$ cat src/rtl/instr_fetch_ctrl.sv
// Instruction-fetch sequencer: owns the PC, feeds a one-entry decode stage,
// and lends the ROM read port to a debug requester while halted.
module instr_fetch_ctrl #(
  parameter int unsigned ADDRESS_WIDTH = 12,
  parameter int unsigned DATA_WIDTH    = 32,
  parameter logic [31:0] RESET_PC      = 32'h0000_0000
) (
  input  logic                     clk,
  input  logic                     rst,
  output logic [ADDRESS_WIDTH-1:0] imem_addr,
  input  logic [DATA_WIDTH-1:0]    imem_rd,
  input  logic                     redirect_valid,
  input  logic [31:0]              redirect_pc,
  input  logic                     halt,
  output logic                     out_valid,
  input  logic                     out_ready,
  output logic [DATA_WIDTH-1:0]    out_instr,
  output logic [31:0]              out_pc,
  output logic                     halted,
  input  logic                     dbg_req,
  input  logic [ADDRESS_WIDTH-1:0] dbg_addr,
  output logic                     dbg_ack,
  output logic [DATA_WIDTH-1:0]    dbg_rdata
);

  typedef enum logic {
    S_RUN,
    S_HALTED
  } state_e;

  state_e                state_q, state_d;
  logic [31:0]           pc_q, pc_d;
  logic [31:0]           out_pc_q, out_pc_d;
  logic [DATA_WIDTH-1:0] out_instr_q, out_instr_d;
  logic [DATA_WIDTH-1:0] dbg_rdata_q, dbg_rdata_d;
  logic                  out_valid_q, out_valid_d;
  logic                  dbg_ack_q, dbg_ack_d;
  logic                  stage_free;
  logic [31:0]           redir_tgt;

  assign stage_free = !out_valid_q || out_ready;
  assign redir_tgt  = {redirect_pc[31:2], 2'b00};

  assign imem_addr = (state_q == S_HALTED) ? dbg_addr
                                           : pc_q[ADDRESS_WIDTH+1:2];

  always_comb begin
    state_d     = state_q;
    pc_d        = pc_q;
    out_valid_d = out_valid_q;
    out_instr_d = out_instr_q;
    out_pc_d    = out_pc_q;
    dbg_ack_d   = 1'b0;
    dbg_rdata_d = dbg_rdata_q;
    case (state_q)
      S_RUN: begin
        // Redirect beats halt beats fetch; a redirect always drops the stage.
        if (redirect_valid) begin
          pc_d        = redir_tgt;
          out_valid_d = 1'b0;
          if (halt) state_d = S_HALTED;
        end else if (halt) begin
          if (stage_free) begin
            out_valid_d = 1'b0;
            state_d     = S_HALTED;
          end
        end else if (stage_free) begin
          out_instr_d = imem_rd;
          out_pc_d    = pc_q;
          out_valid_d = 1'b1;
          pc_d        = pc_q + 32'd4;
        end
      end
      S_HALTED: begin
        out_valid_d = 1'b0;
        if (redirect_valid) pc_d = redir_tgt;
        if (dbg_req) begin
          dbg_ack_d   = 1'b1;
          dbg_rdata_d = imem_rd;
        end
        if (!halt) state_d = S_RUN;
      end
      default: state_d = S_RUN;
    endcase
  end

  always_ff @(posedge clk) begin
    if (rst) begin
      state_q     <= S_RUN;
      pc_q        <= RESET_PC;
      out_valid_q <= 1'b0;
      out_instr_q <= '0;
      out_pc_q    <= '0;
      dbg_ack_q   <= 1'b0;
      dbg_rdata_q <= '0;
    end else begin
      state_q     <= state_d;
      pc_q        <= pc_d;
      out_valid_q <= out_valid_d;
      out_instr_q <= out_instr_d;
      out_pc_q    <= out_pc_d;
      dbg_ack_q   <= dbg_ack_d;
      dbg_rdata_q <= dbg_rdata_d;
    end
  end

  assign out_valid = out_valid_q;
  assign out_instr = out_instr_q;
  assign out_pc    = out_pc_q;
  assign halted    = (state_q == S_HALTED);
  assign dbg_ack   = dbg_ack_q;
  assign dbg_rdata = dbg_rdata_q;

endmodule
$ cat config.mk
export PLATFORM = sky130hd
export DESIGN_NAME = instr_fetch_ctrl
export DESIGN_NICKNAME = d
export VERILOG_FILES = /design/src/rtl/instr_fetch_ctrl.sv
export SDC_FILE = /design/constraint.sdc
export NUM_CORES = 1
export LEC_CHECK = 0
export ABC_CLOCK_PERIOD_IN_PS = 2300
export BUFFER_PORTS_ARGS = -buffer_cell sky130_fd_sc_hd__buf_4
export CAP_MARGIN = 0
export CORE_ASPECT_RATIO = 1.2
export CORE_MARGIN = 5
export CORE_UTILIZATION = 35
export CTS_BUF_LIST = sky130_fd_sc_hd__clkbuf_2
export DETAILED_ROUTE_END_ITERATION = 12
export PLACE_DENSITY = 0.66
export SLEW_MARGIN = 20
export SYNTH_ARGS = -nofsm -noshare
export SYNTH_HDL_FRONTEND = slang
export SYNTH_SLANG_ARGS = --single-unit
$ cat constraint.sdc
create_clock -name clk -period 2.3 [get_ports clk]
set_input_delay 0.345 -clock clk [delete_from_list [all_inputs] [get_ports clk]]
set_output_delay 0.345 -clock clk [all_outputs]
set_load 0.02 [all_outputs]
; ---- Word level (Yosys, flattened, before mapping)
; Cells that the tools add are included.
[classes]
n_addsub = 1
n_eq_ne = 3
mux = 17
bitwise_logic = 3
n_reduce_logical = 6
[op_table]
columns = cell, n
row1 = $mux 32, 4
row2 = $pmux 32 s2, 1
row3 = $add 32x3->32 const B, 1
row4 = $mux 12, 1
row5 = $mux 1, 9
row6 = $ne 3x3->1 const B, 2
row7 = $pmux 1 s2, 2
row8 = $reduce_and 4->1, 1
row9 = $not 1->1, 3
row10 = $reduce_and 3->1, 1
row11 = $ne 2x2->1 const B, 1
row12 = $reduce_and 2->1, 1
row13 = $reduce_or 2->1, 1
row14 = $logic_not 1->1, 1
row15 = $logic_or 1x1->1, 1
[word_totals]
reg_bits = 131
input_bits = 82
out_inout_bits = 111

; ---- Longest topological paths before layout
[depth]
word_depth = 6
depth_mapped = 8
mapped_depth_nobuf = 6

; ---- Worst setup path after synthesis
; Ideal clock, no wire load.
[synth_timing]
path_kind = register -> output
start = register state_q (netlist: halted)
end = output imem_addr[10]
arrival_ns = 1.440
required_time_ns = 1.955
slack_ns = 0.515
path_stages_with_launch = 4
path_cell_list = dfxtp_1 -> buf_2 -> buf_1 -> mux2_2
[synth_via]
elab_chain_len = 1
[synth_rtl]
columns = item, line_no
row1 = "start, declared", 31  ; state_e state_q, state_d;
row2 = "start signal, assigned", 97  ; state_q <= state_d;
row3 = $mux 12, 44  ; assign imem_addr = (state_q == S_HALTED) ? dbg_addr
row4 = "end, declared", 10  ; output logic [ADDRESS_WIDTH-1:0] imem_addr,
; Every way passes these cells.

; ---- Worst setup path after layout
[layout_timing]
start = register state_q (netlist: halted)
end = output imem_addr[9]
; Same word-level chain as after synthesis.

==> results.py <==
metrics = {
    "route": {
        "dr_wl_met3_mm": 1.10,
        "maxUsedRoutingLayer": "met4",
        "drt_iter0_drc": 296,
        "met1_length_mm": 7.32,
        "routedWlPerCell_um": 15.4,
        "vias_per_cell": 4.92,
        "vias": 5588,
        "drc": 0,
        "firstDrtPassIters": 4,
        "wl_mm": 17.5,
        "wl_met2_mm": 8.77,
        "postRouteAntennaNets": 0,
    },
    "critical_path": {
        "r2r-start": "pc_q[4]$_SDFFE_PP0P_",
        "startpoint": "halted$_SDFF_PP0_",
        "cp_slowest_cell": "dfxtp_4",
        "worst-path-buf-inv": 2,
        "cp-start-kind": "flip-flop",
        "r2r_cells": 5,
        "cp.depth": 3,
        "critical_path.max_stage_delay_ps": 380,
        "crit_top_cell": "buf_4",
        "cp_max_fo": 7,
        "crit_type": "flip-flop to primary output",
        "crit_family": "flip-flops",
        "critPathArrivalTime_ps": 1710,
        "cp-end-kind": "primary output",
        "cp.required_ps": 1960,
        "worstPathCellList": "buf_4, mux2_2, buf_4",
    },
    "run": {
        "max_cap_viol_count": 0,
    },
    "clocking": {
        "cts_root_buffer": "clkbuf_2",
        "cts_tree": "done",
        "clk_latency_ps": 700,
        "htree_num_levels": 4,
        "path_clk_slew_ps": 200,
        "cts.path.max_buffers": 2,
        "cts_sinks": 127,
        "cts_buffers": 17,
    },
    "global_routing": {
        "grt_max_degree": 61,
        "grt_first_pass_wirelength_mm": 27.1,
        "grt_pass1_vias": 5411,
        "grt.total_usage_pct": 19.0,
        "grt_overflow": 0,
        "antenna_found_initial": 0,
    },
    "timing": {
        "finalSetupViolations": 0,
        "tns_ps": 0,
        "worst_hold_slack_ps": 97.8,
        "worst_pin_slew_ps": 628,
        "layout_min_cycle_time_ps": 2060,
        "skew_ps": 33.9,
        "fmax_ghz": 0.486,
        "slew_viol_final": 0,
        "rsz0062_at_grt": "false",
        "hold_violations": 0,
        "relSlewSlack_pct": 58.2,
        "fin_crit_sh_pct": 89.5,
    },
    "layout": {
        "drive_above_1_share_pct": 28.4,
        "syn_to_final_growth_pct": 45.5,
        "antennaDiodeCount": 0,
        "final_area_mm2": 0.00787,
        "nNetsFinal": 1003,
        "postLayoutCoreUtil_pct": 52.2,
    },
    "placement": {
        "placed_area_mm2": 0.00698,
        "dpl.hpwl_mm": 11.8,
        "portBuffers": 188,
        "gp_congestion": 0.808,
    },
    "synthesis": {
        "synth_area_mm2": 0.00541,
        "synth_area_leaders": "dfxtp_1, nand2_1, a21oi_1, mux2_2, clkbuf_1",
        "ys_ff_latch": 127,
        "seq_area_frac_synth_pct": 47.0,
        "ys_types": 59,
        "synth_flop_cell": "dfxtp_1",
        "synth_edf_count": 0,
        "netlist_instances": 677,
        "syn_area_per_cell_um2": 7.99,
        "synth_top_area_cell": "dfxtp_1",
        "yosysWarnings": 0,
        "async_flop_share_pct": 0,
        "yosysTopAreaCellShare_pct": 47.0,
    },
    "floorplanning": {
        "start_util_pct": 35.9,
        "io_pins": 193,
        "fp.dieW_um": 123,
        "core_area_mm2": 0.0151,
        "die_h_um": 146,
        "rows": 49,
        "die_area_mm2": 0.0181,
    },
    "worst_hold_path": {
        "min_path_type": "input port to flip-flop",
        "hold_start": "redirect_valid",
        "min_delay_path_depth": 3,
    },
    "pwr": {
        "ir_worst_vdd_uv": 281,
        "power.density_mw_per_mm2": 576,
        "leakagePower_uw": 0.00322,
    },
    "outcome": {
        "status": "finished, final reports clean",
    },
}
[per-stage QoR]
step	setup WS, ps	cells	total power, uW
2_1_floorplan	515	678	2850
3_3_place_gp	370	1036	3210
3_5_place_dp	355	1036	3220
4_1_cts	153	1136	4600
5_1_grt	119	1136	4760
6_report	240	1136	4530
[repair_timing]
action	in CTS	in global routing
resized for setup	2	0
setup endpoints to repair	12	0
hold buffers	67	0
buffers inserted	2	0
hold endpoints to repair	95	0
[cell families (layout without fill, tap and decap cells)]
family,Yosys count,in the layout,share of synthesized area [%]
other,1,2,0.0693
DFF,127,127,47.0
and+or+nand+nor,309,309,26.0
AOI/OAI and AO/OA,155,155,16.2
buffers and inverters,54,308,4.95
xor gates and xnor gates,14,14,2.27
muxes,16,16,3.24
adders and majority gates,1,1,0.231
[cell usage after synthesis (3+ instances only)]
cell type,n
nor3_1,12
and4_1,3
nand3_1,7
and2_1,4
mux2i_1,4
a211oi_1,8
buf_2,10
nand4_1,15
xor2_1,3
and3_1,3
xnor2_1,11
a311oi_1,3
nor4_2,4
nand2_1,220
or2_1,3
clkbuf_8,3
mux2_2,12
clkbuf_1,30
inv_1,4
nor2_1,19
a31oi_1,3
a21oi_1,107
dfxtp_1,127
or3_1,3
o21ai_0,15
[final cells by class]
| type | count | area, um2 |
|---|---|---|
| clock buffer | 21 | 105 |
| clock inverter | 10 | 96.3 |
| fill | 1506 | 7210 |
| inverter | 5 | 18.8 |
| multi-input combinational | 497 | 2610 |
| sequential | 127 | 2550 |
| tap | 204 | 255 |
| timing repair buffer | 272 | 2230 |
[metal layers]
metal	global-route usage (%)	vias up
li1	-	2784
met5	0	-
met4	6.65	0
met1	22.1	2578
met2	33.0	202
met3	5.30	24
[worst min-delay path, delay by kind of cell]
kind            cells  cell delay (ps)
buf+inv             1              230
compound gates      1               70
simple gates        1              120
[placed cells by master (no fill, tap or decap), types with 3 or more instances in the layout]
cell type / count
and3_1: 3
clkinv_1: 4
a211oi_1: 8
nor2_1: 18
and4_1: 3
dlygate4sd3_1: 67
xor2_1: 3
nor3_1: 12
mux2i_1: 4
a21oi_1: 107
a31oi_1: 3
o21ai_0: 15
xnor2_1: 11
a311oi_1: 3
nand2_1: 219
buf_4: 203
or3_1: 3
nand3_1: 7
or2_1: 3
clkinv_2: 5
inv_1: 4
nor4_2: 4
mux2_2: 12
and2_1: 4
clkbuf_2: 21
dfxtp_1: 126
nand4_1: 15
[where the power goes]
| part | internal (uW) | total [uW] | switching, uW | leakage (uW) |
|---|---|---|---|---|
| combinational | 409 | 864 | 455 | 0.00204 |
| clock | 490 | 1270 | 776 | 0.000140 |
| sequential | 2310 | 2400 | 94.3 | 0.00104 |
| total | 3210 | 4530 | 1320 | 0.00322 |
[final timing paths]
| kind | end | slack, ps |
|---|---|---|
| max | imem_addr[9] | 240 |
| min | pc_q[15]$_SDFFE_PP0P_ | 100 |
| max reg2reg | pc_q[31]$_SDFFE_PP0P_ | 260 |
| min reg2reg | out_pc[27]$_SDFFE_PP0P_ | 460 |
[sequential cells by signal, indices dropped and copies added (netlist names)]
signal     cells
dbg_rdata     32
pc_q          30
out_pc        30
out_instr     32
halted         1
out_valid      1
dbg_ack        1
No activity file was read; power rests on OpenSTA's default activity.
